===== src/rtl/dmem_ctrl.sv =====
// dmem_ctrl: data-memory controller between the mem stage and the data bus.
// Stores are posted into a small in-order circular buffer and drained over the
// bus one at a time. A single pending load is held until every older store has
// drained, then issued as a read. The aligned 16-bit field is returned as a
// one-cycle hit.
//
// Ports
//   clk, rst_n       : clock; synchronous reset, asserted HIGH
//   r_v, w_v         : one-cycle load / store requests from mem
//   req_adr          : byte address
//   req_data         : store data, already lane-positioned
//   req_strobe       : byte enables
//   hit, mem_res     : load-complete pulse and aligned 16-bit load field
//   wb_full          : store buffer full
//   ovf              : sticky error (store while full, or load while a load is pending)
//   bus_req/we/adr/wdata/be : bus request fields (registered, stable while stalled)
//   bus_gnt          : request accepted this cycle
//   bus_rvalid/rdata : read return, only honoured while waiting for read data
module dmem_ctrl #(
    parameter int XLEN     = 32,
    parameter int WB_DEPTH = 2
) (
    input  logic            clk,
    input  logic            rst_n,
    input  logic            r_v,
    input  logic            w_v,
    input  logic [XLEN-1:0] req_adr,
    input  logic [XLEN-1:0] req_data,
    input  logic [3:0]      req_strobe,
    output logic            hit,
    output logic [15:0]     mem_res,
    output logic            wb_full,
    output logic            ovf,
    output logic            bus_req,
    output logic            bus_we,
    output logic [XLEN-1:0] bus_adr,
    output logic [XLEN-1:0] bus_wdata,
    output logic [3:0]      bus_be,
    input  logic            bus_gnt,
    input  logic            bus_rvalid,
    input  logic [XLEN-1:0] bus_rdata
);

    localparam int PW = (WB_DEPTH > 1) ? $clog2(WB_DEPTH) : 1;
    localparam int CW = $clog2(WB_DEPTH + 1);
    localparam logic [PW-1:0] LAST_IDX = PW'(WB_DEPTH - 1);
    localparam logic [CW-1:0] DEPTH_C  = CW'(WB_DEPTH);

    typedef enum logic [1:0] {
        ST_IDLE      = 2'd0,
        ST_WRITE     = 2'd1,
        ST_READ_REQ  = 2'd2,
        ST_READ_WAIT = 2'd3
    } state_t;

    state_t          state_r, state_nx_s;

    logic [XLEN-1:0] wb_adr_r  [WB_DEPTH];
    logic [XLEN-1:0] wb_data_r [WB_DEPTH];
    logic [3:0]      wb_be_r   [WB_DEPTH];
    logic [PW-1:0]   head_r, tail_r;
    logic [CW-1:0]   count_r, count_nx_s;
    logic            wb_full_r;

    logic            load_pend_r;
    logic [XLEN-1:0] ld_adr_r;
    logic [3:0]      ld_be_r;

    logic            push_s, pop_s, ld_accept_s, ld_done_s;
    logic [4:0]      sh_s;
    logic [15:0]     ld_field_s;

    logic            hit_r, ovf_r, bus_req_r, bus_we_r;
    logic [15:0]     mem_res_r;
    logic [XLEN-1:0] bus_adr_r, bus_wdata_r;
    logic [3:0]      bus_be_r;

    function automatic logic [PW-1:0] ptr_inc(input logic [PW-1:0] p);
        if (p == LAST_IDX) begin
            return {PW{1'b0}};
        end else begin
            return p + PW'(1);
        end
    endfunction

    // True when exactly one byte lane is enabled (byte access)
    function automatic logic is_single(input logic [3:0] s);
        return (s != 4'b0000) && ((s & (s - 4'b0001)) == 4'b0000);
    endfunction

    assign push_s      = w_v & ~wb_full_r;
    assign pop_s       = (state_r == ST_WRITE) & bus_gnt;
    assign ld_accept_s = r_v & ~load_pend_r;
    assign ld_done_s   = (state_r == ST_READ_WAIT) & bus_rvalid;

    // Buffer occupancy after this cycle's push/pop; simultaneous push and pop cancel
    always_comb begin
        count_nx_s = count_r;
        case ({push_s, pop_s})
            2'b10:   count_nx_s = count_r + CW'(1);
            2'b01:   count_nx_s = count_r - CW'(1);
            default: count_nx_s = count_r;
        endcase
    end

    // Next-state logic: drained stores always win over the pending load
    always_comb begin
        state_nx_s = state_r;
        case (state_r)
            ST_IDLE: begin
                if (count_r != {CW{1'b0}}) begin
                    state_nx_s = ST_WRITE;
                end else if (load_pend_r) begin
                    state_nx_s = ST_READ_REQ;
                end else begin
                    state_nx_s = ST_IDLE;
                end
            end
            ST_WRITE: begin
                if (bus_gnt) state_nx_s = ST_IDLE;
                else         state_nx_s = ST_WRITE;
            end
            ST_READ_REQ: begin
                if (bus_gnt) state_nx_s = ST_READ_WAIT;
                else         state_nx_s = ST_READ_REQ;
            end
            ST_READ_WAIT: begin
                if (bus_rvalid) state_nx_s = ST_IDLE;
                else            state_nx_s = ST_READ_WAIT;
            end
            default: state_nx_s = ST_IDLE;
        endcase
    end

    // Load field extraction: shift the returned word down to the addressed lane
    always_comb begin
        sh_s = {ld_adr_r[1:0], 3'b000};
        if (is_single(ld_be_r)) begin
            ld_field_s = {8'h00, 8'(bus_rdata >> sh_s)};
        end else begin
            ld_field_s = 16'(bus_rdata >> sh_s);
        end
    end

    // FSM state register
    always_ff @(posedge clk) begin
        if (rst_n) state_r <= ST_IDLE;
        else       state_r <= state_nx_s;
    end

    // Store-buffer payload, written at the tail; contents are don't-care until pushed
    always_ff @(posedge clk) begin
        if (push_s) begin
            wb_adr_r[tail_r]  <= {req_adr[XLEN-1:2], 2'b00};
            wb_data_r[tail_r] <= req_data;
            wb_be_r[tail_r]   <= req_strobe;
        end
    end

    // Store-buffer pointers, occupancy and registered full flag
    always_ff @(posedge clk) begin
        if (rst_n) begin
            head_r    <= {PW{1'b0}};
            tail_r    <= {PW{1'b0}};
            count_r   <= {CW{1'b0}};
            wb_full_r <= 1'b0;
        end else begin
            if (push_s) tail_r <= ptr_inc(tail_r);
            if (pop_s)  head_r <= ptr_inc(head_r);
            count_r   <= count_nx_s;
            wb_full_r <= (count_nx_s == DEPTH_C);
        end
    end

    // Pending-load register; a second load while one is pending is dropped
    always_ff @(posedge clk) begin
        if (rst_n) begin
            load_pend_r <= 1'b0;
            ld_adr_r    <= {XLEN{1'b0}};
            ld_be_r     <= 4'b0000;
        end else if (ld_accept_s) begin
            load_pend_r <= 1'b1;
            ld_adr_r    <= req_adr;
            ld_be_r     <= req_strobe;
        end else if (ld_done_s) begin
            load_pend_r <= 1'b0;
        end
    end

    // Sticky overflow flag
    always_ff @(posedge clk) begin
        if (rst_n) ovf_r <= 1'b0;
        else       ovf_r <= ovf_r | (w_v & wb_full_r) | (r_v & load_pend_r);
    end

    // Registered bus request and load response; fields load only when a request starts
    always_ff @(posedge clk) begin
        if (rst_n) begin
            bus_req_r   <= 1'b0;
            bus_we_r    <= 1'b0;
            bus_adr_r   <= {XLEN{1'b0}};
            bus_wdata_r <= {XLEN{1'b0}};
            bus_be_r    <= 4'b0000;
            hit_r       <= 1'b0;
            mem_res_r   <= 16'h0000;
        end else begin
            hit_r <= ld_done_s;
            if (ld_done_s) mem_res_r <= ld_field_s;
            if ((state_r == ST_IDLE) && (state_nx_s == ST_WRITE)) begin
                bus_req_r   <= 1'b1;
                bus_we_r    <= 1'b1;
                bus_adr_r   <= wb_adr_r[head_r];
                bus_wdata_r <= wb_data_r[head_r];
                bus_be_r    <= wb_be_r[head_r];
            end else if ((state_r == ST_IDLE) && (state_nx_s == ST_READ_REQ)) begin
                bus_req_r   <= 1'b1;
                bus_we_r    <= 1'b0;
                bus_adr_r   <= {ld_adr_r[XLEN-1:2], 2'b00};
                bus_wdata_r <= {XLEN{1'b0}};
                bus_be_r    <= ld_be_r;
            end else if ((state_nx_s == ST_IDLE) || (state_nx_s == ST_READ_WAIT)) begin
                bus_req_r   <= 1'b0;
            end else begin
                bus_req_r   <= bus_req_r;
            end
        end
    end

    assign hit       = hit_r;
    assign mem_res   = mem_res_r;
    assign wb_full   = wb_full_r;
    assign ovf       = ovf_r;
    assign bus_req   = bus_req_r;
    assign bus_we    = bus_we_r;
    assign bus_adr   = bus_adr_r;
    assign bus_wdata = bus_wdata_r;
    assign bus_be    = bus_be_r;

endmodule

===== config.mk =====
export PLATFORM = sky130hd
export DESIGN_NAME = dmem_ctrl
export DESIGN_NICKNAME = d
export VERILOG_FILES = /design/src/rtl/dmem_ctrl.sv
export SDC_FILE = /design/constraint.sdc
export NUM_CORES = 1
export LEC_CHECK = 0
export CORE_AREA = 8 8 144 146
export DETAILED_ROUTE_END_ITERATION = 6
export DIE_AREA = 0 0 152 154
export PLACE_DENSITY = 0.83
export RECOVER_POWER = 50
export SLEW_MARGIN = 20
export SYNTH_ARGS = -nofsm -noshare
export SYNTH_HDL_FRONTEND = slang
export SYNTH_SLANG_ARGS = --single-unit

===== constraint.sdc =====
create_clock -name clk -period 10.24 [get_ports clk]
set_input_delay 1.024 -clock clk [delete_from_list [all_inputs] [get_ports clk]]
set_output_delay 1.024 -clock clk [all_outputs]
set_load 0.005 [all_outputs]

**Yosys cells after proc, flatten, opt, wreduce, memory -nomap -nowiden**

Memories as Yosys holds them, arrays and structs flattened. A register that Yosys moved wholly into a read port is not among the register bits.
Cells that the tools add are included.

- Equal/unequal tests: 9
- Add/sub/neg operators: 5
- Bitwise logic cells: 11
- Shift-type cells: 1
- Reductions and logical operators: 12
- Mux-type cells: 31

Operators with widths:

| operator | count |
|---|---|
| two-way mux 32 bit | 4 |
| >> shifter 32 x 5 -> 16 bit | 1 |
| two-way mux 1 bit | 19 |
| two-way mux 16 bit | 1 |
| equality test 2 bit, second input constant | 6 |
| two-way mux 4 bit | 2 |
| one-hot mux 2 bit (4 select lines) | 1 |
| AND 1 bit | 6 |
| equality test 2 x 1 -> 1 bit, second input constant | 3 |
| two-way mux 2 bit | 3 |
| nonzero test 2 bit | 3 |
| AND 4 bit | 1 |
| zero test 2 bit | 2 |
| zero test 4 bit | 1 |
| one-hot mux 2 bit (2 select lines) | 1 |
| nonzero test 4 bit | 1 |
| subtractor 4 x 1 -> 4 bit, second input constant | 1 |
| logical AND 1 bit | 3 |
| nonzero test 3 bit | 1 |
| adder 1 bit, second input constant | 2 |
| adder 2 x 1 -> 2 bit, second input constant | 1 |
| NOT 1 bit | 2 |
| OR 1 bit | 2 |
| subtractor 2 x 1 -> 2 bit, second input constant | 1 |
| logical OR 1 bit | 1 |

- Memories: 3
- RAM bits: 132
- Flip-flop bits (word level): 132
- Input port bits: 106

Memories:

| memory | depth | width | rd ports | clocked after Yosys merged registers in | wr ports | line | source |
|---|---|---|---|---|---|---|---|
| wb_data_r | 2 | 32 | 1 | 1 | 1 | 59 | `logic [XLEN-1:0] wb_data_r [WB_DEPTH];` |
| wb_adr_r | 2 | 30 | 1 | 1 | 1 | 58 | `logic [XLEN-1:0] wb_adr_r [WB_DEPTH];` |
| wb_be_r | 2 | 4 | 1 | 1 | 1 | 60 | `logic [3:0] wb_be_r [WB_DEPTH];` |

**Logic depth before layout (Yosys ltp)**

Gate-level depths: netlist of run 1.

- Depth in word-level cells: 8
- Mapped depth: 12
- Depth with buffers taken out: 9

**Least setup slack after synthesis of run 1**

Ideal clock, no wire load.

- Path type: input to register
- Start point: input w_v
- End point: memory wb_adr_r[0][0] (netlist name) (enable)
- Arrival: 3.905 ns
- Setup time: 0.490 ns
- Stages: 2
- Slack: 5.845 ns
- Cells stage by stage: nand2b_1 -> nor2_1

- Longest elaborated chain between the ends: 3

RTL lines:

| element | line | source |
|---|---|---|
| start: declaration | 26 | `input logic w_v,` |
| AND 1 bit | 91 | `assign push_s = w_v & ~wb_full_r;` |
| two-way mux 1 bit | 153 | `if (push_s) begin` |
| two-way mux 1 bit (implied by the code) | 154 | `wb_adr_r[tail_r] <= {req_adr[XLEN-1:2], 2'b00};` |
| end: declaration | 58 |  |

No other way between the ends.

==> flow_summary_export.csv, run 1 <==
group,metric,value,unit
sta,rsz0062_at_grt,"no",
yosys,yosysTopAreaCell,"edfxtp_1",
cells_and_area,drive_gt1_share,9.04,%
sta,fin_setup_tns,0,ns
floorplanning,die_x,152,µm
sta,fmax,182,MHz
sta,fin_crit_sh,53.7,%
sta,worstMarginPinSlew,3.79,ns
sta,hold_ws,0.449,ns
sta,setup_viol,0,
floorplanning,dieArea,23400,µm²
sta,slew_violations,159,
yosys,yosysUniqueCellTypes,37,
global_route,overflow,0,
job,max-cap-violations,3,
worst_setup_path,start_kind,"primary input",
yosys,synth.most_common_cell,"nand2_1",
power,swShare,31.4,%
detailed_routing,wirelength,24100,µm
sta,hold_viol,0,
global_route,grt_max_degree,94,
sta,finalClockSkew,0.0118,ns
place,gp_congestion,0.810,
yosys,syn-cell-area,9940,µm²
yosys,synth_top_cells_by_count,"nand2_1 (150), edfxtp_1 (132), dfxtp_1 (131)",
yosys,ys.flop_type,"edfxtp_1",
power,p_seq_share,43.4,%
power,power.leakage,4.43,nW
detailed_routing,initialDrtViolationCount,417,
global_route,grt_pass1_wl,37700,µm
yosys,synth-seq-cells,263,
min_path,hold_path.class,"reg -> reg",
detailed_routing,drt-met1-wl,9500,µm
yosys,synth_edf_count,132,
power,combPwrFrac,29.7,%
floorplanning,pin_count,195,
clock_network,clk_pin_slew,0.06,ns
worst_setup_path,arrival,5.90,ns
detailed_routing,drc,0,
detailed_routing,top_layer,"met5",
floorplanning,rows,50,
detailed_routing,met2_length,12300,µm
clock_network,cts_buffers,27,
place,dpl.hpwl,14800,µm
sta,max_slew_margin,-153,%
detailed_routing,routed_via_density,5.45,
clock_network,cts_max_level,1,
outcome,violations,"capacitance limit, slew limit",
yosys,synthArstFlopShare,0,%
yosys,synth.avg_cell_area,12.1,µm²
floorplanning,start_util,53.8,%
power,clkPwrFrac,26.9,%
power,power.internal,2.35,mW
detailed_routing,drt-pass1-iter-count,7,
clock_network,clock_path_buffers,3,
worst_setup_path,cp_data_required_time,10.64,ns
power,ir_drop,291,µV
clock_network,cts_resized,0,
worst_setup_path,crit_type,"in -> reg",
place,port_buffers,192,
worst_setup_path,cp_max_fo,82,
detailed_routing,wl_per_cell,19.3,µm
cells_and_area,num-nets-final,1096,
detailed_routing,num_vias,6785,
worst_setup_path,cp-end-kind,"flop",
power,p_per_area,268,nW/µm²
yosys,ys_warn_count,0,
floorplanning,die_h,154,µm
cells_and_area,final_cell_area,12800,µm²
clock_network,cts_tree,"yes",
detailed_routing,dr_wl_met3,1880,µm
power,p_switching,1.08,mW
place,placed_area,11900,µm²
global_route,grt_pass1_vias,7115,
global_route,antenna_found_initial,7,
clock_network,hold_buffers,0,
clock_network,clock_sinks,263,
cells_and_area,area.growth.synth_to_final,28.8,%
floorplanning,core,18500,µm²
clock_network,clock_latency,0.52,ns
global_route,track_usage,19.9,%
clock_network,root_buffer,"clkbuf_16",
detailed_routing,antenna_left,0,
yosys,netlist_instances,820,
outcome,status,"complete, but fails checks",
cells_and_area,fill_cells,1314,
clock_network,cts_setup_buffers,0,
yosys,seq_area_frac_synth,66.3,%
yosys,synth_area_leaders,"edfxtp_1 (40%), dfxtp_1 (26%), nand2_1 (5.7%)",
sta,final.min_clock_period,5.50,ns
yosys,synth_top_area_share,39.9,%
cells_and_area,final_util,69.4,%
## layout by cell type, fill, tap and decap left out, drive strengths merged, types with 2 or more instances in the layout
cell type and count:
xnor2 6, nand2b 3, mux2 48, clkdlybuf4s50 100
a22oi 32, conb 2, dfxtp 131, a21oi 74
mux2i 34, a222oi 8, dlygate4sd3 91, o21ai 9
ha 3, nand2 150, o211ai 35, nor2b 3
edfxtp 132, nor2 56, o21a 2, clkbuf 37
a31o 8, clkinv 11, buf 6, inv 4
diode 5, nor3 3, nor4b 3, nor3b 9
## final cells by class
class                           count  area [µm²]  area share, %
Sequential cell                   263        6590           51.5
Multi-Input combinational cell    493        3070           24.0
Timing Repair Buffer              199        1980           15.5
Clock buffer                       35         736           5.75
Tap cell                          234         293           2.29
Clock inverter                     14         103          0.802
Antenna cell                        5        12.5         0.0978
Inverter                            3        11.3         0.0880
## through the flow
| stage | power (mW) | worst slack, ns | std cells |
|---|---|---|---|
| floorplan | 2.07 | 5.84 | 821 |
| global route | 3.61 | 4.36 | 1246 |
| detailed placement | 2.55 | 6.37 | 1191 |
| CTS | 3.48 | 6.90 | 1240 |
| global placement | 2.52 | 6.52 | 1191 |
| finish | 3.43 | 4.74 | 1246 |
## power by group through the flow
stage	Clock (mW)	Sequential (mW)	Combinational [mW]
3_5_place_dp	0	1.51	1.04
6_report	0.921	1.49	1.02
5_1_grt	0.981	1.51	1.11
3_3_place_gp	0	1.50	1.02
4_1_cts	0.937	1.49	1.05
2_1_floorplan	0	1.46	0.602
## flip-flops by register name, indices dropped and copies added (netlist names), 2 cells and up, named ones only
name / count
count_r: 2
wb_be_r: 8
mem_res: 16
bus_adr: 30
wb_data_r: 64
ld_be_r: 4
bus_wdata: 32
state_r: 2
bus_be: 4
ld_adr_r: 32
wb_adr_r: 60
## cells by family (layout without fill, tap and decap cells)
| logic type | count (synthesis) | count (layout) | synth area share [%] |
|---|---|---|---|
| flops | 263 | 263 | 66.3 |
| simple gates | 230 | 230 | 9.71 |
| xor+xnor | 6 | 6 | 0.529 |
| fa+ha+maj | 3 | 3 | 0.378 |
| buf+inv | 65 | 251 | 3.12 |
| other cells | 1 | 7 | 0.0377 |
| mux | 82 | 82 | 8.87 |
| compound gates | 170 | 170 | 11.1 |
## critical path, cell delays in order
cell and delay [ns]:
clkbuf_1 2.61, clkbuf_1 1.77, nor3b_1 0.13, a31o_1 0.27
## routing by layer
layer  vias up  track usage [%]
met5         -                0
met1      3258             22.4
met3        32             6.45
met2       206             35.7
li1       3285                -
met4         4             5.71
## final timing paths
path,endpoint,startpoint,cells past startpoint,slack (ns)
worst max-delay path,mem_res[11]$_SDFFE_PP0P_,rst_n,4,4.74
worst min-delay path,bus_adr[17]$_SDFFE_PP0P_,bus_adr[17]$_SDFFE_PP0P_,2,0.45
worst max register to register,wb_adr_r[1][23]$_DFFE_PP_,wb_full$_SDFF_PP0_,3,6.80
worst min register to register,bus_adr[17]$_SDFFE_PP0P_,bus_adr[17]$_SDFFE_PP0P_,2,0.45
(Power assumes the default switching activity.)
==> inputs of run 2 (changes only) <==
- CORE_AREA: 8 8 144 146 -> 8 8 156 158
- DIE_AREA: 0 0 152 154 -> 0 0 164 166
- PLACE_DENSITY: 0.83 -> 0.75
- clock period: 10.24 -> 4.7 ns (I/O delays scaled with it)
==> run 2 against run 1 <==
  * The run still ends with capacitance limit, slew limit left
  * Critical path depth decreased by 1
  * Clock-buffer cell count is 3 higher
  * Core utilization shrank 11 points
  * Global-route usage shrank 2.4 points
  * Total power rose by 120%
  * Clock power rose by 140%
  * Combinational power up 120%
  * Largest power group unchanged
  * Highest routed layer unchanged
==> flow_summary_export.csv, run 2 (synthesized netlist as in run 1, its figures left out) <==
group,metric,value,unit
detailed_routing,initialDrtViolationCount,434,
global_route,grt_pass1_vias,7064,
detailed_routing,antenna_left,0,
global_route,grt_pass1_wl,38500,µm
detailed_routing,wirelength,24300,µm
detailed_routing,drt-met1-wl,9670,µm
detailed_routing,routed_via_density,5.33,
min_path,hold_path.class,"reg -> reg",
worst_setup_path,start_kind,"primary input",
sta,setup_viol,0,
clock_network,clk_pin_slew,0.06,ns
place,gp_congestion,0.826,
cells_and_area,largest_reg_flops,64,
outcome,violations,"capacitance limit, slew limit",
worst_setup_path,r2r_cells,9,
worst_setup_path,reg2reg_to,"bus_adr[27]$_SDFFE_PP0P_",
detailed_routing,num_vias,6891,
clock_network,hold_buffers,0,
worst_setup_path,cp_data_required_time,5.02,ns
clock_network,cts_max_level,1,
clock_network,clock_sinks,263,
sta,fin_crit_sh,67.4,%
sta,worstMarginPinSlew,1.98,ns
floorplanning,core,22100,µm²
floorplanning,die_h,166,µm
power,ir_drop,329,µV
clock_network,cts_tree,"yes",
cells_and_area,regMostFlops,"wb_data_r",
worst_setup_path,r2r_slack,1.84,ns
cells_and_area,drive_gt1_share,9.32,%
sta,final.min_clock_period,3.17,ns
power,power.leakage,4.47,nW
clock_network,clock_latency,0.51,ns
global_route,track_usage,17.5,%
worst_setup_path,crit_type,"in -> reg",
outcome,status,"complete, but fails checks",
cells_and_area,antenna_cells,0,
detailed_routing,drt-pass1-iter-count,5,
global_route,grt_max_degree,92,
floorplanning,pin_count,195,
min_path,min_from,"bus_adr[28]$_SDFFE_PP0P_",
clock_network,root_buffer,"clkbuf_16",
cells_and_area,fill_cells,1820,
sta,slew_violations,206,
min_path,hold-path-endpoint,"bus_adr[28]$_SDFFE_PP0P_",
worst_setup_path,cp_max_fo,91,
power,p_per_area,591,nW/µm²
floorplanning,start_util,45.0,%
clock_network,cts_resized,0,
cells_and_area,multiInputGateArea,3070,µm²
global_route,overflow,0,
floorplanning,dieArea,27200,µm²
detailed_routing,dr_wl_met3,2190,µm
cells_and_area,reg_top3,"wb_data_r: 64 flops, wb_adr_r: 60 flops",
worst_setup_path,arrival,3.48,ns
worst_setup_path,cp-end-kind,"flop",
sta,rsz0062_at_grt,"no",
detailed_routing,top_layer,"met5",
clock_network,cts_setup_buffers,0,
sta,fmax,316,MHz
clock_network,clock_path_buffers,3,
cells_and_area,mostFrequentLayoutCells,"nand2_1 (150), edfxtp_1 (132), dfxtp_1 (130)",
min_path,min_path_cells,2,
cells_and_area,area.growth.synth_to_final,30.4,%
cells_and_area,ff_latch_area,6590,µm²
floorplanning,rows,55,
place,port_buffers,192,
cells_and_area,final_common_cell,"nand2_1",
cells_and_area,num-nets-final,1098,
detailed_routing,wl_per_cell,18.8,µm
sta,finalClockSkew,0.00671,ns
global_route,antenna_found_initial,2,
place,dpl.hpwl,15400,µm
job,max-cap-violations,5,
floorplanning,die_x,164,µm
sta,max_slew_margin,-32.6,%
clock_network,cts_buffers,27,
detailed_routing,met2_length,12100,µm
power,power.total,7.65,mW
detailed_routing,drc,0,
sta,hold_viol,0,
worst_setup_path,r2r_start,"state_r[0]$_SDFF_PP0_",
sta,fin_setup_tns,0,ns
## run 2: cell count changes in the layout (fill, tap and decap cells not counted), sizes merged
cell           previous run  this run
clkdlybuf4s50           100       101
clkinvlp                  1         2
clkinv                   11         5
dlygate4sd3              91        90
buf                       6         8
bufinv                    1         3
clkbuf                   37        40
diode                     5         0
## run 2: worst max-delay path by stage
stage | from | endpoint | slack, ns | cells after the start
3_5_place_dp | bus_gnt | bus_adr[21]$_SDFFE_PP0P_ | 1.52 | 9
3_3_place_gp | bus_rvalid | bus_adr[24]$_SDFFE_PP0P_ | 1.57 | 10
6_report | rst_n | bus_wdata[10]$_SDFFE_PP0P_ | 1.53 | 3
4_1_cts | state_r[0]$_SDFF_PP0_ | bus_wdata[10]$_SDFFE_PP0P_ | 1.88 | 9
2_1_floorplan | w_v | wb_adr_r[0][0]$_DFFE_PP_ | 0.86 | 2
5_1_grt | rst_n | bus_wdata[10]$_SDFFE_PP0P_ | 1.14 | 3
## run 2: routing by layer
metal,global-route usage (%),vias to the layer above
li1,-,3293
met1,21.1,3350
met2,29.9,215
met3,5.95,29
met4,3.48,4
met5,0,-
## run 2: critical path, stage by stage
cell,delay (ns)
clkbuf_2,1.36
clkbuf_1,1.45
nor2_1,0.16
## run 2: power by group
group / switching, mW / internal (mW)
clock network: 0.850 / 1.32
registers: 0.295 / 2.93
logic: 1.21 / 1.05
## run 2: layout make-up
type,instances,share of cell area (%)
multi-input combinational,493,23.7
clock inverter,11,1.08
sequential,263,50.8
timing repair buffer,201,15.6
clock buffer,38,6.00
inverter,3,0.0869
tap,285,2.75
## run 2: through the flow
step	hold WS, ns	util [%]	setup WS, ns	instances	area, µm²
after floorplan	0.436	-	0.859	821	9940
after global placement	0.441	54.5	1.57	1244	12000
after detailed placement	0.447	54.5	1.52	1244	12000
after CTS	0.455	58.7	1.88	1293	13000
after global routing	0.474	58.7	1.14	1294	13000
final	0.451	58.7	1.53	1294	13000
==> inputs of run 3 (changes only) <==
- clock period: 4.7 -> 2.74 ns (I/O delays scaled with it)
==> run 3 against run 2 <==
  * The run still ends with capacitance limit, slew limit left
  * Clock power grew 60%
  * First-iteration DRC count shrank 3.2%
  * Clock skew grew 0.0010 ns
  * Via count grew 0.44%
  * Setup slack lost 1.1 ns
  * Combinational power grew 78%
  * Sequential share of layout area shrank 0.18 points
  * Worst hold slack lost 0.17 ns
  * Sequential cell count is the same
  * Clock-buffer cell count grew 2
  * Non-clock buffer count grew 8
  * Die area is the same
==> flow_summary_export.csv, run 3 (synthesized netlist as in run 1, its figures left out) <==
group,metric,value,unit
outcome,status,"complete, but fails checks",
global_route,grt_pass1_vias,6854,
detailed_routing,num_vias,6921,
sta,finalClockSkew,0.00773,ns
worst_setup_path,r2r_cells,7,
worst_setup_path,cp_max_fo,25,
detailed_routing,routed_via_density,5.30,
cells_and_area,final_common_cell,"nand2_1",
clock_network,cts_tree,"yes",
cells_and_area,regMostFlops,"wb_data_r",
floorplanning,start_util,45.0,%
floorplanning,core,22100,µm²
place,port_buffers,192,
worst_setup_path,cp-end-kind,"flop",
floorplanning,die_h,166,µm
clock_network,root_buffer,"clkbuf_16",
detailed_routing,antenna_left,0,
worst_setup_path,cp.depth,7,
place,gp_congestion,0.804,
power,p_per_area,998,nW/µm²
cells_and_area,fill_cells,1761,
clock_network,clk_pin_slew,0.06,ns
clock_network,cts_resized,0,
clock_network,cts_setup_buffers,0,
floorplanning,rows,55,
sta,max_slew_margin,-16.9,%
power,power.total,13.0,mW
clock_network,cts_max_level,1,
sta,fin_crit_sh,85.0,%
sta,fmax,429,MHz
detailed_routing,wl_per_cell,18.5,µm
detailed_routing,drc,0,
worst_setup_path,r2r_start,"state_r[0]$_SDFF_PP0_",
floorplanning,die_x,164,µm
cells_and_area,drive_gt1_share,10.0,%
worst_setup_path,cp_data_required_time,3.18,ns
power,power.leakage,4.56,nW
sta,slew_violations,37,
cells_and_area,mostFrequentLayoutCells,"nand2_1 (150), edfxtp_1 (132), dfxtp_1 (130)",
clock_network,clock_sinks,263,
worst_setup_path,arrival,2.77,ns
place,dpl.hpwl,15500,µm
worst_setup_path,crit_buf_inv,1,
global_route,antenna_found_initial,8,
worst_setup_path,crit_chain,"nand2_1, a21oi_1, ha_1, nor3b_4, buf_4, a22oi_1, nor2_1",
sta,rsz0062_at_grt,"no",
sta,final.min_clock_period,2.33,ns
place,placed_area,12200,µm²
job,max-cap-violations,1,
detailed_routing,drt-pass1-iter-count,5,
sta,setup_viol,0,
worst_setup_path,path_delay_family,"simple AND/OR/NAND/NOR gates",
worst_setup_path,slowest_delay,0.53,ns
clock_network,cts_buffers,26,
floorplanning,pin_count,195,
sta,worstMarginPinSlew,1.75,ns
clock_network,clock_latency,0.52,ns
detailed_routing,wirelength,24100,µm
detailed_routing,initialDrtViolationCount,420,
clock_network,clock_path_buffers,3,
cells_and_area,final_cell_area,13000,µm²
worst_setup_path,crit_start,"state_r[0]$_SDFF_PP0_",
sta,hold_viol,0,
worst_setup_path,crit_type,"reg -> reg",
global_route,grt_pass1_wl,37100,µm
power,ir_drop,576,µV
cells_and_area,area.growth.synth_to_final,30.9,%
outcome,violations,"capacitance limit, slew limit",
worst_setup_path,setup.worst_path.end,"bus_wdata[26]$_SDFFE_PP0P_",
global_route,grt_max_degree,57,
floorplanning,dieArea,27200,µm²
cells_and_area,largest_reg_flops,64,
worst_setup_path,crit_slowest_cell,"dfxtp_1",
worst_setup_path,r2r_slack,0.41,ns
worst_setup_path,reg2reg_to,"bus_wdata[26]$_SDFFE_PP0P_",
min_path,hold_path.class,"in -> reg",
cells_and_area,num-nets-final,1105,
global_route,overflow,0,
cells_and_area,reg_top3,"wb_data_r: 64 flops, wb_adr_r: 60 flops",
clock_network,hold_buffers,0,
global_route,track_usage,17.0,%
worst_setup_path,start_kind,"flop",
run 3: cell count changes in the layout (fill, tap and decap cells not counted), sizes merged:
cell | before | now
clkinv | 5 | 8
buf | 8 | 16
inv | 4 | 3
clkbuf | 40 | 42
clkinvlp | 2 | 0
dlygate4sd3 | 90 | 105
clkdlybuf4s50 | 101 | 86
diode | 0 | 5
bufinv | 3 | 0
run 3: metal layers:
layer / share of wire [%] / track usage, %
met1: 41 / 21.0
met2: 48 / 28.0
met3: 8.8 / 5.50
met4: 1.8 / 4.86
met5: 0.14 / 0
run 3: per-stage QoR:
step	setup WS (ns)	utilization [%]	hold WS (ns)	instances	setup TNS (ns)
2_1_floorplan	-1.04	-	0.373	821	-136.77
3_3_place_gp	0.281	55.0	0.441	1253	0
3_5_place_dp	0.190	55.0	0.445	1253	0
4_1_cts	0.395	58.9	0.269	1301	0
5_1_grt	0.165	58.9	0.288	1306	0
6_report	0.410	58.9	0.281	1306	0
run 3: power breakdown:
part	internal (mW)	switching, mW
Combinational	1.87	2.15
Sequential	5.03	0.458
Clock	2.04	1.44
Total	8.94	4.04
run 3: worst min path at each step:
stage,to,depth (start not counted),start
finish,load_pend_r$_SDFFE_PP0P_,2,rst_n
detailed placement,bus_adr[13]$_SDFFE_PP0P_,2,bus_adr[13]$_SDFFE_PP0P_
floorplan,wb_adr_r[0][0]$_DFFE_PP_,0,req_adr[2]
global placement,ld_adr_r[17]$_SDFFE_PP0P_,2,ld_adr_r[17]$_SDFFE_PP0P_
global route,bus_wdata[29]$_SDFFE_PP0P_,2,rst_n
CTS,bus_wdata[29]$_SDFFE_PP0P_,2,rst_n
run 3: worst register-to-register path, stage by stage (launching register included):
cell and delay [ns]:
dfxtp_1 0.53, nand2_1 0.12, a21oi_1 0.27, ha_1 0.35, nor3b_4 0.38, buf_4 0.37
a22oi_1 0.12, nor2_1 0.12
run 3: layout make-up:
| class | instances | area, µm² | share of cell area, % |
|---|---|---|---|
| Timing Repair Buffer | 209 | 2100 | 16.2 |
| Sequential cell | 263 | 6590 | 50.7 |
| Clock inverter | 8 | 41.3 | 0.317 |
| Multi-Input combinational cell | 493 | 3080 | 23.6 |
| Clock buffer | 40 | 815 | 6.26 |
| Tap cell | 285 | 357 | 2.74 |
| Inverter | 3 | 11.3 | 0.0866 |
| Antenna cell | 5 | 12.5 | 0.0962 |
